$ cat config.mk
export PLATFORM = sky130hd
export DESIGN_NAME = jtag_tap_controller
export DESIGN_NICKNAME = d
export VERILOG_FILES = /design/src/rtl/jtag_tap_controller_pkg.sv /design/src/rtl/jtag_tap_controller_fsm.sv /design/src/rtl/jtag_tap_controller.sv
export SDC_FILE = /design/constraint.sdc
export NUM_CORES = 1
export LEC_CHECK = 0
export ABC_AREA = 0
export BUFFER_PORTS_ARGS = -buffer_cell sky130_fd_sc_hd__buf_2
export CORE_UTILIZATION = 48
export DETAILED_ROUTE_END_ITERATION = 8
export PLACE_DENSITY = 0.67
export SETUP_SLACK_MARGIN = 0.2
export SYNTH_ARGS = -nofsm -noshare
export SYNTH_HDL_FRONTEND = slang
export SYNTH_SLANG_ARGS = --single-unit
$ cat constraint.sdc
create_clock -name clk -period 2.4 [get_ports clk]
set_clock_uncertainty 0.05 [all_clocks]
set_input_delay 0.48 -clock clk [delete_from_list [all_inputs] [get_ports clk]]
set_output_delay 0.48 -clock clk [all_outputs]
set_load 0.02 [all_outputs]
$ cat src/rtl/jtag_tap_controller_pkg.sv
// Shared definitions for the JTAG TAP controller.
//   tap_state_t : 16-state TAP encoding (standard 1149.1 4-bit values)
//   dr_sel_t    : data register selected by the current instruction
//   Default opcodes, IDCODE value and the BYPASS capture constant.
package jtag_tap_controller_pkg;

    typedef enum logic [3:0] {
        EXIT2_DR         = 4'h0,
        EXIT1_DR         = 4'h1,
        SHIFT_DR         = 4'h2,
        PAUSE_DR         = 4'h3,
        SEL_IR           = 4'h4,
        UPDATE_DR        = 4'h5,
        CAP_DR           = 4'h6,
        SEL_DR           = 4'h7,
        EXIT2_IR         = 4'h8,
        EXIT1_IR         = 4'h9,
        SHIFT_IR         = 4'hA,
        PAUSE_IR         = 4'hB,
        RUN_TEST_IDLE    = 4'hC,
        UPDATE_IR        = 4'hD,
        CAP_IR           = 4'hE,
        TEST_LOGIC_RESET = 4'hF
    } tap_state_t;

    typedef enum logic [1:0] {
        DR_BYPASS = 2'd0,
        DR_IDCODE = 2'd1,
        DR_USER   = 2'd2
    } dr_sel_t;

    localparam logic [3:0]  DEFAULT_IDCODE_INSTR = 4'b0001;
    localparam logic [3:0]  DEFAULT_USER_INSTR   = 4'b0010;
    localparam logic [31:0] DEFAULT_IDCODE_VALUE = 32'h1234_5A5B;
    localparam int          IDCODE_LEN           = 32;
    localparam logic        BYPASS_CAPTURE       = 1'b0;

    function automatic int max_int(input int a, input int b);
        return (a > b) ? a : b;
    endfunction

endpackage

$ cat src/rtl/jtag_tap_controller_fsm.sv
// TAP state machine: state register plus Tms-driven next-state logic.
//   clk      : TCK-equivalent clock, state advances on rising edge
//   reset    : asynchronous active-high, forces TEST_LOGIC_RESET
//   Tms      : test mode select
//   tapState : current TAP state (tap_state_t encoding)
module jtag_tap_fsm
    import jtag_tap_controller_pkg::*;
(
    input  logic       clk,
    input  logic       reset,
    input  logic       Tms,
    output logic [3:0] tapState
);

    tap_state_t state;
    tap_state_t next_state;

    always_ff @(posedge clk or posedge reset) begin
        if (reset) begin
            state <= TEST_LOGIC_RESET;
        end else begin
            state <= next_state;
        end
    end

    always_comb begin
        next_state = state;
        case (state)
            TEST_LOGIC_RESET: next_state = Tms ? TEST_LOGIC_RESET : RUN_TEST_IDLE;
            RUN_TEST_IDLE:    next_state = Tms ? SEL_DR   : RUN_TEST_IDLE;
            SEL_DR:           next_state = Tms ? SEL_IR   : CAP_DR;
            CAP_DR:           next_state = Tms ? EXIT1_DR : SHIFT_DR;
            SHIFT_DR:         next_state = Tms ? EXIT1_DR : SHIFT_DR;
            EXIT1_DR:         next_state = Tms ? UPDATE_DR : PAUSE_DR;
            PAUSE_DR:         next_state = Tms ? EXIT2_DR : PAUSE_DR;
            EXIT2_DR:         next_state = Tms ? UPDATE_DR : SHIFT_DR;
            UPDATE_DR:        next_state = Tms ? SEL_DR   : RUN_TEST_IDLE;
            SEL_IR:           next_state = Tms ? TEST_LOGIC_RESET : CAP_IR;
            CAP_IR:           next_state = Tms ? EXIT1_IR : SHIFT_IR;
            SHIFT_IR:         next_state = Tms ? EXIT1_IR : SHIFT_IR;
            EXIT1_IR:         next_state = Tms ? UPDATE_IR : PAUSE_IR;
            PAUSE_IR:         next_state = Tms ? EXIT2_IR : PAUSE_IR;
            EXIT2_IR:         next_state = Tms ? UPDATE_IR : SHIFT_IR;
            UPDATE_IR:        next_state = Tms ? SEL_DR   : RUN_TEST_IDLE;
            default:          next_state = TEST_LOGIC_RESET;
        endcase
    end

    always_comb begin
        tapState = state;
    end

endmodule

$ cat src/rtl/jtag_tap_controller.sv
// JTAG TAP target: instruction register, BYPASS / IDCODE / USER data
// registers and the Tdo output mux.
//   clk           : TCK-equivalent clock
//   reset         : asynchronous active-high reset
//   Tms, Tdi      : JTAG mode select and serial data in
//   Tdo           : serial data out (LSB of active shift register in SHIFT_x)
//   tapState      : current TAP state
//   irValue       : current updated instruction
//   userReg       : USER data register contents
//   updateDrPulse : high during the UPDATE_DR cycle that writes userReg
module jtag_tap_controller
    import jtag_tap_controller_pkg::*;
#(
    parameter int                    IR_WIDTH      = 4,
    parameter int                    USER_DR_WIDTH = 8,
    parameter logic [31:0]           IDCODE_VALUE  = DEFAULT_IDCODE_VALUE,
    parameter logic [IR_WIDTH-1:0]   IDCODE_INSTR  = IR_WIDTH'(DEFAULT_IDCODE_INSTR),
    parameter logic [IR_WIDTH-1:0]   USER_INSTR    = IR_WIDTH'(DEFAULT_USER_INSTR)
) (
    input  logic                     clk,
    input  logic                     reset,
    input  logic                     Tms,
    input  logic                     Tdi,
    output logic                     Tdo,
    output logic [3:0]               tapState,
    output logic [IR_WIDTH-1:0]      irValue,
    output logic [USER_DR_WIDTH-1:0] userReg,
    output logic                     updateDrPulse
);

    // One DR shift register shared by all data registers, sized for the longest.
    localparam int DR_W = max_int(IDCODE_LEN, USER_DR_WIDTH);
    localparam logic [IR_WIDTH-1:0] IR_CAPTURE = IR_WIDTH'(2'b01);

    tap_state_t          state;
    dr_sel_t             dr_sel;
    logic [IR_WIDTH-1:0] ir_shift;
    logic [DR_W-1:0]     dr_shift;
    logic [DR_W-1:0]     dr_capture;
    logic [DR_W-1:0]     dr_shifted;

    jtag_tap_fsm u_fsm (
        .clk      (clk),
        .reset    (reset),
        .Tms      (Tms),
        .tapState (tapState)
    );

    assign state = tap_state_t'(tapState);

    always_comb begin
        if (irValue == IDCODE_INSTR) begin
            dr_sel = DR_IDCODE;
        end else if (irValue == USER_INSTR) begin
            dr_sel = DR_USER;
        end else begin
            dr_sel = DR_BYPASS;
        end
    end

    // Tdi is inserted at the top of the selected register's length so that
    // over-long scans stream through with a delay of exactly that length.
    always_comb begin
        dr_capture = DR_W'(BYPASS_CAPTURE);
        dr_shifted = dr_shift >> 1;
        case (dr_sel)
            DR_IDCODE: begin
                dr_capture                 = DR_W'(IDCODE_VALUE);
                dr_shifted[IDCODE_LEN-1]   = Tdi;
            end
            DR_USER: begin
                dr_capture                 = DR_W'(userReg);
                dr_shifted[USER_DR_WIDTH-1] = Tdi;
            end
            default: begin
                dr_capture                 = DR_W'(BYPASS_CAPTURE);
                dr_shifted[0]              = Tdi;
            end
        endcase
    end

    // Shift registers: capture on the edge leaving CAP_x, shift on every edge
    // spent in SHIFT_x; all other states (PAUSE included) hold.
    always_ff @(posedge clk or posedge reset) begin
        if (reset) begin
            ir_shift <= '0;
            dr_shift <= '0;
        end else begin
            case (state)
                CAP_IR:   ir_shift <= IR_CAPTURE;
                SHIFT_IR: ir_shift <= {Tdi, ir_shift[IR_WIDTH-1:1]};
                CAP_DR:   dr_shift <= dr_capture;
                SHIFT_DR: dr_shift <= dr_shifted;
                default:  ;
            endcase
        end
    end

    // TLR is only entered from TLR or SEL_IR with Tms=1, so those edges
    // restore the IDCODE instruction.
    always_ff @(posedge clk or posedge reset) begin
        if (reset) begin
            irValue <= IDCODE_INSTR;
        end else if (((state == TEST_LOGIC_RESET) || (state == SEL_IR)) && Tms) begin
            irValue <= IDCODE_INSTR;
        end else if (state == UPDATE_IR) begin
            irValue <= ir_shift;
        end
    end

    always_ff @(posedge clk or posedge reset) begin
        if (reset) begin
            userReg <= '0;
        end else if ((state == UPDATE_DR) && (dr_sel == DR_USER)) begin
            userReg <= dr_shift[USER_DR_WIDTH-1:0];
        end
    end

    // Outputs depend only on registered state, never on Tdi/Tms.
    always_comb begin
        updateDrPulse = (state == UPDATE_DR) && (dr_sel == DR_USER);
        case (state)
            SHIFT_IR: Tdo = ir_shift[0];
            SHIFT_DR: Tdo = dr_shift[0];
            default:  Tdo = 1'b0;
        endcase
    end

endmodule

Word level (Yosys, flattened, before mapping)
Cells that the tools add are included.
{"block": "totals", "register_bits": 52, "inputBits": 4, "output_inout_bits": 18, "wordCells": 59}
{"block": "classes", "n_eq_ne": 19, "n_mux": 24, "n_reduce_logical": 11}
{"operator": "$pmux W32 S2", "n": 1}
{"operator": "$pmux W29 S2", "n": 1}
{"operator": "$pmux W4 S12", "n": 1}
{"operator": "$eq A4 B4 Y1 const B", "n": 8}
{"operator": "$eq A4 B3 Y1 const B", "n": 4}
{"operator": "$mux W2", "n": 8}
{"operator": "$eq A4 B2 Y1 const B", "n": 3}
{"operator": "$mux W3", "n": 4}
{"operator": "$mux W4", "n": 3}
{"operator": "$eq A4 B1 Y1 const B", "n": 2}
{"operator": "$pmux W4 S2", "n": 1}
{"operator": "$reduce_bool A2 Y1", "n": 3}
{"operator": "$reduce_or A2 Y1", "n": 3}
{"operator": "$logic_not A4 Y1", "n": 1}
{"operator": "$mux W1", "n": 4}
{"operator": "$reduce_or A3 Y1", "n": 1}
{"operator": "$eq A2 B1 Y1 const B", "n": 1}
{"operator": "$eq A2 B2 Y1 const B", "n": 1}
{"operator": "$logic_and A1 B1 Y1", "n": 2}
{"operator": "$pmux W1 S2", "n": 1}
{"operator": "$logic_or A1 B1 Y1", "n": 1}

Depth between registers and ports, before layout
Gate-level depths: netlist (run 1).
{"block": "logic_depth", "ltp_word": 7, "depth_mapped": 7, "mapped_depth_nobuf": 4}

Modules after synthesis
From an unflattened synthesis (run 1), not the netlist that was laid out.
{"block": "hier_totals", "cells_unflattened": 235, "area_unflattened_um2": 2319.7}
{"mod": "jtag_tap_controller", "instances": 1, "cells_per_inst": 215, "area_per_inst_um2": 2118.3, "seq_area_each_um2": 1202.4}
{"mod": "jtag_tap_fsm", "instances": 1, "cells_per_inst": 20, "area_per_inst_um2": 201.4, "seq_area_each_um2": 105.1}

Worst setup path after synthesis (run 1)
OpenSTA, ideal clock, no wires.
{"block": "synth_path", "path_type": "reg-to-output", "start": "register u_fsm.state[2] (netlist: u_fsm.tapState[2])", "end": "output updateDrPulse", "arrival_ps": 1485, "required_ps": 1870, "setup_slack_ps": 385, "stages_incl_launch_ff": 6, "path_buffers": 2, "path_cell_list": "dfstp_2 -> buf_2 -> nor2b_1 -> nand4b_2 -> buf_6 -> inv_1"}
{"block": "synth_between", "elab_chain_cells": 2}
{"element": "start: declaration", "line_no": "jtag_tap_controller_fsm.sv:15", "rtl": "tap_state_t state;"}
{"element": "start signal: assignment", "line_no": "jtag_tap_controller_fsm.sv:22", "rtl": "state <= next_state;"}
{"element": "$eq A4 B3 Y1", "line_no": "jtag_tap_controller.sv:121", "rtl": "updateDrPulse = (state == UPDATE_DR) && (dr_sel == DR_USER);"}
{"element": "$logic_and A1 B1 Y1", "line_no": "jtag_tap_controller.sv:121"}
{"element": "end: declaration", "line_no": "jtag_tap_controller.sv:28", "rtl": "output logic updateDrPulse"}
Every way passes these cells.

Worst setup path after layout (run 1)
Same ends and word-level chain as after synthesis.

==> results_dict.tcl, run 1 <==
set metrics [dict create \
    outcome "finished clean" \
    rr_worst_depth 4 \
    synth_top_family_by_area "compound AO/OA/AOI/OAI gates" \
    routed_wl_mm 4.38 \
    hold_buffers 0 \
    gp_congestion 0.751 \
    hold_path.class "input pin to asynchronous set/reset pin" \
    dieWidth_microns 72.0 \
    drive_gt1_share_pct 19.2 \
    yosysWarnings 0 \
    die_h_microns 72.0 \
    final_nets 264 \
    grt_pass1_wl_mm 7.51 \
    floorplan.io_pins 22 \
    grt_usage_pct 18.7 \
    syn_area_sq_um 2350 \
    diodes 0 \
    maxSlewHeadroom_pct 63.8 \
    worstMarginPinSlew_ns 0.543 \
    synth_xor_area_share_pct 0 \
    wl_per_cell_microns 13.3 \
    dr.pass1.iters 4 \
    cp_max_fo 4 \
    vias 1700 \
    crit-reg2reg-capture "dr_shift[0]$_DFFE_PP0N_" \
    clock_latency_ns 0.31 \
    setup_viol 0 \
    cap_violations 0 \
    vias_per_cell 5.18 \
    hold_viol 0 \
    cts_tree "yes" \
    cts_sinks 52 \
    htreeDepth 2 \
    grt_antenna_before_repair 0 \
    max_freq_mhz 488 \
    cts_root_buf "clkbuf_8" \
    hpwl_mm 2.90 \
    synthDistinctLibCells 37 \
    dieArea_sq_um 5180 \
    worstSetupStartpointType "register" \
    cp_data_required_time_ns 1.87 \
    avgSynthCellArea_sq_um 9.72 \
    postLayoutCellArea_sq_um 2590 \
    grt_max_degree 60 \
    period_needed_ns 2.05 \
    synth-adder-area-share_pct 0 \
    fin_tns_setup_ns 0 \
    cp_data_arrival_time_ns 1.52 \
    ant_nets 0 \
    crit_type "register to primary output" \
    synth_mux_area_share_pct 5.00 \
    p_leak_nw 1.26 \
    post_dp_cell_area_sq_um 2490 \
    dp_cells 319 \
    worstReg2RegStart "u_fsm.tapState[1]$_DFF_PP1_" \
    synth_seq_cells 52 \
    cts.clk_slew.worst_paths_ns 0.09 \
    clk_path_buf_depth 2 \
    peakVddDrop_mv 0.543 \
    grt_pass1_vias 1490 \
    synth-simple-area-share_pct 16.5 \
    worstSetupEndpointType "primary output" \
    start_util_pct 49.8 \
    first_iter_violations 137 \
    syn-num-nets 246 \
    placementRows 25 \
    io_buffers 21 \
    r2r_slack_ns 0.59 \
    final_max_slew_viol_count 0 \
    synth_compound_area_share_pct 17.3 \
    drc 0 \
    period_share_pct 85.3 \
    rsz0062_at_grt "no" \
    ys_seq_area_share_pct 55.6 \
    powerDensity_nw_per_um2 1260 \
    finalNonFillerCells 328 \
    grt_overflow 0 \
    area_growth_pct 10.1 \
    core_sq_um 4720 \
    synthCells 242 \
    cts_buffers 5 \
]
==> timing repair <==
action	in CTS	in global routing
gates resized for setup	0	0
buffers inserted	0	1
setup endpoints to repair	0	1
==> sequential cells by signal, indices dropped and copies added (netlist names) <==
name,flops
dr_shift,32
u_fsm.tapState,4
irValue,4
userReg,8
ir_shift,4
==> cells in the mapped netlist <==
library cell / number / area (sq um)
a211o_1: 1 / 8.76
a211oi_1: 2 / 15.0
a21boi_0: 1 / 7.51
a21o_1: 2 / 15.0
a21oi_1: 19 / 95.1
a22o_1: 1 / 8.76
a2bb2oi_1: 1 / 8.76
a311oi_1: 1 / 8.76
a31oi_1: 1 / 6.26
and3_1: 4 / 25.0
buf_2: 6 / 30.0
buf_4: 2 / 15.0
buf_6: 3 / 33.8
clkbuf_1: 7 / 26.3
dfrtp_1: 47 / 1180
dfstp_2: 5 / 131
inv_1: 7 / 26.3
mux2_2: 2 / 22.5
mux2_4: 3 / 45.0
mux2i_1: 5 / 50.1
nand2_1: 55 / 206
nand2b_1: 1 / 6.26
nand3_1: 5 / 25.0
nand3b_1: 1 / 7.51
nand4b_2: 1 / 15.0
nor2_1: 8 / 30.0
nor2b_1: 4 / 25.0
nor3_1: 2 / 10.0
nor4b_4: 1 / 23.8
o21a_1: 2 / 15.0
o21ai_0: 33 / 165
o21ai_1: 2 / 10.0
o221ai_1: 3 / 26.3
o31a_1: 1 / 8.76
o31ai_1: 1 / 7.51
or2_2: 1 / 6.26
or3b_1: 1 / 8.76
==> metal layers <==
metal / wire length [microns] / global-route usage, % / vias up
met5: 0 / 0 / -
met4: 68 / 6.54 / 0
met3: 165 / 4.03 / 6
met2: 1910 / 26.4 / 34
met1: 2240 / 28.3 / 805
li1: - / - / 855
==> critical path, stage by stage (launching register included) <==
cell and delay, ns:
dfstp_2 0.53, nor2b_1 0.27, nand4b_2 0.18, inv_1 0.07, buf_2 0.16
==> stage by stage <==
step / hold slack [ns] / power [mW] / utilization, % / setup WS (ns)
after floorplan: 0.398 / 2.46 / - / 0.385
after global placement: 0.411 / 2.74 / 52.7 / 0.585
after detailed placement: 0.421 / 2.77 / 52.7 / 0.592
after CTS: 0.159 / 3.29 / 54.7 / 0.245
after global routing: 0.184 / 3.55 / 54.8 / 0.253
final: 0.150 / 3.27 / 54.8 / 0.352
==> layout by cell type, fill, tap and decap left out, types with 2 or more instances in the layout <==
master / Yosys / layout
nand2_1: 55 / 55
dfrtp_1: 47 / 47
o21ai_0: 33 / 33
buf_2: 6 / 21
a21oi_1: 19 / 19
nor2_1: 8 / 8
buf_4: 2 / 8
inv_1: 7 / 6
clkbuf_8: 0 / 6
nand3_1: 5 / 5
mux2i_1: 5 / 5
dfstp_2: 5 / 5
nor2b_1: 4 / 4
and3_1: 4 / 4
mux2_4: 3 / 3
o221ai_1: 3 / 3
o21ai_1: 2 / 2
nor3_1: 2 / 2
mux2_2: 2 / 2
a21o_1: 2 / 2
o21a_1: 2 / 2
a211oi_1: 2 / 2
==> logic make-up (layout without fill, tap and decap cells) <==
logic type | count (synthesis) | in the layout
multiplexers | 10 | 10
flip-flops | 52 | 52
AND/OR/NAND/NOR | 84 | 84
AO/OA/AOI/OAI | 71 | 71
buffers and inverters | 25 | 44
==> how the worst max path moves through the flow <==
stage / startpoint / end / slack [ns] / cells past startpoint
floorplan: u_fsm.tapState[2]$_DFF_PP1_ / updateDrPulse / 0.38 / 5
global placement: irValue[3]$_DFFE_PP0P_ / updateDrPulse / 0.58 / 4
detailed placement: irValue[3]$_DFFE_PP0P_ / updateDrPulse / 0.59 / 4
CTS: irValue[3]$_DFFE_PP0P_ / updateDrPulse / 0.24 / 4
global route: u_fsm.tapState[2]$_DFF_PP1_ / updateDrPulse / 0.25 / 4
finish: u_fsm.tapState[2]$_DFF_PP1_ / updateDrPulse / 0.35 / 4
==> power breakdown <==
group / switching [mW] / total (mW) / internal, mW
Sequential: 0.267 / 1.50 / 1.23
Clock: 0.288 / 0.523 / 0.235
Combinational: 0.772 / 1.25 / 0.475
Total: 1.33 / 3.27 / 1.94
==> cell type report <==
class | count | area [sq um]
inverters | 7 | 26.3
clock inverters | 1 | 7.51
well taps | 67 | 83.8
multi-input cells | 165 | 913
clock buffers | 7 | 86.3
repair buffers | 29 | 165
fillers | 440 | 2130
flip-flops and latches | 52 | 1310
(Power assumes the default switching activity.)
==> run 2, diff against run 1 <==
--- a/config.mk
+++ b/config.mk
@@ -10,6 +10,7 @@
 export CORE_UTILIZATION = 48
 export DETAILED_ROUTE_END_ITERATION = 8
 export PLACE_DENSITY = 0.67
+export REMOVE_ABC_BUFFERS = 1
 export SETUP_SLACK_MARGIN = 0.2
 export SYNTH_ARGS = -nofsm -noshare
 export SYNTH_HDL_FRONTEND = slang
==> results_dict.tcl, run 2 (same netlist as run 1, synthesis figures left out) <==
set metrics [dict create \
    grt_overflow 0 \
    cp_data_arrival_time_ns 1.56 \
    worstMarginPinSlew_ns 0.553 \
    dieArea_sq_um 5180 \
    grt_antenna_before_repair 0 \
    hpwl_mm 3.02 \
    die_h_microns 72.0 \
    diodes 0 \
    rr_worst_depth 4 \
    peakVddDrop_mv 0.567 \
    vias 1708 \
    htreeDepth 2 \
    clk_path_buf_depth 2 \
    drive_gt1_share_pct 19.2 \
    cp_data_required_time_ns 1.87 \
    cts_tree "yes" \
    io_buffers 21 \
    drc 0 \
    rsz0062_at_grt "no" \
    routed_wl_mm 4.54 \
    dieWidth_microns 72.0 \
    start_util_pct 49.8 \
    cap_violations 0 \
    worst_slack_ns 0.313 \
    fin_tns_setup_ns 0 \
    layout_commonest_cell "nand2_1" \
    startpoint "u_fsm.tapState[2]$_DFF_PP1_" \
    layout_common_cells "55 x nand2_1, 47 x dfrtp_1, 33 x o21ai_0" \
    hold_path.class "input pin to asynchronous set/reset pin" \
    period_needed_ns 2.09 \
    biggestRegsByFlops "dr_shift x32, userReg x8" \
    final_nets 264 \
    outcome "finished clean" \
    setup_viol 0 \
    hold_viol 0 \
    cts.clk_slew.worst_paths_ns 0.09 \
    ant_nets 0 \
    powerDensity_nw_per_um2 1270 \
    postLayoutCellArea_sq_um 2600 \
    cts_root_buf "clkbuf_8" \
    vias_per_cell 5.21 \
    post_dp_cell_area_sq_um 2490 \
    timing.hold.ws_ns 0.160 \
    first_iter_violations 158 \
    placementRows 25 \
    finish.utilization_pct 55.0 \
    grt_usage_pct 19.2 \
    floorplan.io_pins 22 \
    dp_slack_ns 0.584 \
    cts_buffers 5 \
    r2r_slack_ns 0.53 \
    wl_per_cell_microns 13.8 \
    worstSetupEndpointType "primary output" \
    cp_max_fo 4 \
    crit_type "register to primary output" \
    cts_sinks 52 \
    maxSlewHeadroom_pct 63.1 \
    grt_pass1_vias 1575 \
    dr.pass1.iters 4 \
    gp_congestion 0.742 \
    worstReg2RegStart "u_fsm.tapState[1]$_DFF_PP1_" \
    area_growth_pct 10.5 \
    core_sq_um 4720 \
    top_register "dr_shift" \
    grt_pass1_wl_mm 7.56 \
    crit-reg2reg-capture "dr_shift[0]$_DFFE_PP0N_" \
    p_leak_nw 1.26 \
    grt_max_degree 60 \
    max_freq_mhz 479 \
    final_max_slew_viol_count 0 \
    clock_latency_ns 0.31 \
    largest_reg_flops 32 \
    period_share_pct 87.0 \
    worstSetupStartpointType "register" \
]
run 2: cell counts in the layout (fill, tap and decap cells not counted):
Identical to the previous run, type by type.
run 2: final cells by class:
type	count	area, sq um
Tap cell	67	83.8
Fill cell	434	2120
Timing Repair Buffer	29	165
Multi-Input combinational cell	165	922
Clock buffer	7	86.3
Clock inverter	1	7.51
Sequential cell	52	1310
Inverter	7	26.3
run 2: worst max path at each step:
stage	end	slack, ns
2_1_floorplan	dr_shift[0]$_DFFE_PP0N_	0.27
3_3_place_gp	updateDrPulse	0.60
3_5_place_dp	dr_shift[0]$_DFFE_PP0N_	0.58
4_1_cts	updateDrPulse	0.24
5_1_grt	updateDrPulse	0.22
6_report	updateDrPulse	0.31
run 2: per-stage QoR:
step,std cells,total power [mW]
after floorplan,224,2.36
after global placement,319,2.74
after detailed placement,319,2.78
after CTS,327,3.30
after global routing,328,3.55
final,328,3.29
run 2: worst max-delay path, stage by stage (launching register included):
cell and delay (ns):
dfstp_2 0.53, nor2b_1 0.34, nand4b_4 0.15, inv_1 0.07, buf_2 0.15
run 2: power by group:
group	leakage (nW)	switching (mW)	total, mW	internal (mW)
combinational	0.544	0.783	1.26	0.479
clock	0.0445	0.280	0.514	0.235
sequential	0.676	0.278	1.51	1.23
total	1.26	1.34	3.29	1.95
run 2: per-layer routing:
| metal | vias up | part of all wire [%] | GRT usage (%) |
|---|---|---|---|
| li1 | 864 | - | - |
| met1 | 811 | 50 | 28.1 |
| met2 | 28 | 45 | 27.3 |
| met3 | 5 | 3.1 | 4.86 |
| met4 | 0 | 1.2 | 8.06 |
| met5 | - | 0 | 0 |
run 2: repair_timing:
action,CTS,global route
buffers inserted,0,1
gates resized for setup,0,1
endpoints found under the setup margin,0,1
hold buffers,0,0
==> run 3, diff against run 2 <==
--- a/config.mk
+++ b/config.mk
@@ -14,4 +14,5 @@
 export SETUP_SLACK_MARGIN = 0.2
 export SYNTH_ARGS = -nofsm -noshare
 export SYNTH_HDL_FRONTEND = slang
+export SYNTH_HIERARCHICAL = 1
 export SYNTH_SLANG_ARGS = --single-unit
==> results_dict.tcl, run 3 <==
set metrics [dict create \
    swShare_pct 40.4 \
    drive_gt1_share_pct 20.7 \
    grt_antenna_before_repair 0 \
    worstMarginPinSlew_ns 0.847 \
    p_leak_nw 1.25 \
    fillers 397 \
    first_iter_violations 148 \
    power_frac_clock_pct 17.1 \
    hold_viol 0 \
    grt_usage_pct 18.8 \
    clk_path_buf_depth 2 \
    async_flop_share_pct 100 \
    p_sw_mw 1.40 \
    r2r_slack_ns 0.52 \
    yosys.area.top_type "dfrtp_1" \
    cts_sinks 52 \
    yosysTopAreaCellShare_pct 50.7 \
    htreeDepth 2 \
    avgSynthCellArea_sq_um 9.87 \
    cts_buffers 5 \
    period_needed_ns 2.04 \
    worstSetupStartpointType "register" \
    powerDensity_nw_per_um2 1350 \
    dieWidth_microns 71.5 \
    core_sq_um 4500 \
    peakVddDrop_mv 0.710 \
    cts_tree "yes" \
    synth_seq_cells 52 \
    fin_tns_setup_ns 0 \
    io_buffers 21 \
    maxSlewHeadroom_pct 43.5 \
    area_growth_pct 10.9 \
    synth_common_cells "50 x nand2_1, 47 x dfrtp_1, 28 x o21ai_0" \
    synth-edff-count 0 \
    routed_wl_mm 4.40 \
    cts_root_buf "clkbuf_8" \
    final_nets 259 \
    hold_buffers 0 \
    clock_latency_ns 0.30 \
    placementRows 24 \
    grt_overflow 0 \
    grt_pass1_vias 1570 \
    wl_per_cell_microns 14.3 \
    hold_path.class "input pin to asynchronous set/reset pin" \
    dp_cells 299 \
    worstSetupEndpointType "primary output" \
    dieArea_sq_um 5120 \
    yosysWarnings 6 \
    yosys-top-cells-area "dfrtp_1 51%, nand2_1 8.1%, o21ai_0 6.0%" \
    grt_max_degree 58 \
    period_share_pct 85.1 \
    ant_nets 0 \
    dr.pass1.iters 4 \
    power_frac_seq_pct 44.4 \
    path_cells "nor2_2 -> and3_2 -> nand2_2 -> inv_1 -> buf_2" \
    max_stage_delay_ns 0.42 \
    setup_viol 0 \
    syn_area_sq_um 2320 \
    start_util_pct 51.5 \
    synthCells 235 \
    diodes 0 \
    vias 1687 \
    grt_pass1_wl_mm 7.52 \
    slowest_stage "dfrtp_1" \
    cp_data_arrival_time_ns 1.51 \
    crit_type "register to primary output" \
    worstReg2RegStart "u_fsm/tapState[1]$_DFF_PP1_" \
    largest_reg_flops 32 \
    ys_seq_area_share_pct 56.4 \
    finalNonFillerCells 308 \
    biggestRegsByFlops "dr_shift x32, userReg x8" \
    final_max_slew_viol_count 0 \
    rsz0062_at_grt "no" \
    pwr-share-comb_pct 38.5 \
    multiInputGateArea_sq_um 908 \
    gp_congestion 0.725 \
    layout_common_cells "50 x nand2_1, 47 x dfrtp_1, 28 x o21ai_0" \
    cap_violations 0 \
    outcome "finished clean" \
    max_freq_mhz 490 \
    cp_data_required_time_ns 1.87 \
    power.internal_mw 2.07 \
    vias_per_cell 5.48 \
    synth_most_common_cell "nand2_1" \
    crit-reg2reg-capture "dr_shift[0]$_DFFE_PP0P_" \
    drc 0 \
    die_h_microns 71.5 \
    synthFlopType "dfrtp_1" \
    cp_max_fo 7 \
    synthDistinctLibCells 39 \
    layout_commonest_cell "nand2_1" \
    top_register "dr_shift" \
    cts.clk_slew.worst_paths_ns 0.09 \
    hpwl_mm 2.93 \
    floorplan.io_pins 22 \
    seq_area_sq_um 1310 \
    rr_worst_depth 3 \
]
run 3: worst max path at each step:
| stage | from | end | slack (ns) | cells past startpoint |
|---|---|---|---|---|
| after floorplan | irValue[1]$_DFFE_PP0P_ | updateDrPulse | 0.47 | 4 |
| after global placement | u_fsm/tapState[0]$_DFF_PP1_ | updateDrPulse | 0.51 | 4 |
| after detailed placement | irValue[2]$_DFFE_PP0P_ | updateDrPulse | 0.48 | 5 |
| after CTS | u_fsm/tapState[0]$_DFF_PP1_ | updateDrPulse | 0.30 | 4 |
| after global routing | irValue[2]$_DFFE_PP0P_ | updateDrPulse | 0.27 | 5 |
| final | irValue[2]$_DFFE_PP0P_ | updateDrPulse | 0.36 | 5 |
run 3: worst max-delay path, delay by kind of cell (launching register included):
kind	cells	cell delay (ns)
buffers and inverters	2	0.20
flip-flops	1	0.42
AND/OR/NAND/NOR	3	0.59
run 3: logic make-up after synthesis:
group / after synthesis / synth area share [%]
buf+inv: 23 / 4.80
mux: 13 / 6.04
compound gates: 69 / 17.4
flops: 52 / 56.4
simple gates: 78 / 15.4
run 3: final cells by class:
type,count,share of cell area (%)
flip-flops and latches,52,50.8
well taps,52,2.53
clock buffers,6,2.82
repair buffers,27,5.84
clock inverters,2,1.36
multi-input cells,160,35.3
inverters,9,1.31
run 3: metrics by stage:
step	hold slack (ns)	total power [mW]	instance area (sq um)	util (%)	worst slack [ns]
after detailed placement	0.420	2.88	2450	54.4	0.484
after CTS	0.184	3.48	2570	57.0	0.304
after global routing	0.223	3.73	2570	57.1	0.270
after global placement	0.414	2.85	2450	54.4	0.513
final	0.165	3.46	2570	57.1	0.358
after floorplan	0.385	2.44	2240	-	0.474
run 3: per-layer routing:
metal / vias up / wire [microns] / global-route usage [%]
met5: - / 0 / 0
met4: 0 / 31 / 3.92
met3: 4 / 132 / 4.22
met2: 28 / 1970 / 28.8
met1: 806 / 2260 / 28.0
li1: 849 / - / -
run 3: power groups by stage:
stage                     sequential, mW  combinational [mW]  clock, mW
after CTS                           1.54                1.34      0.607
final                               1.54                1.33      0.591
after detailed placement            1.55                1.33          0
after floorplan                     1.64               0.801          0
after global routing                1.59                1.51      0.638
after global placement              1.54                1.31          0
run 3: timing repair:
item	in CTS	in global routing
setup buffers	1	0
endpoints found under the setup margin	1	1
pin swaps	1	0
gates resized for setup	1	1
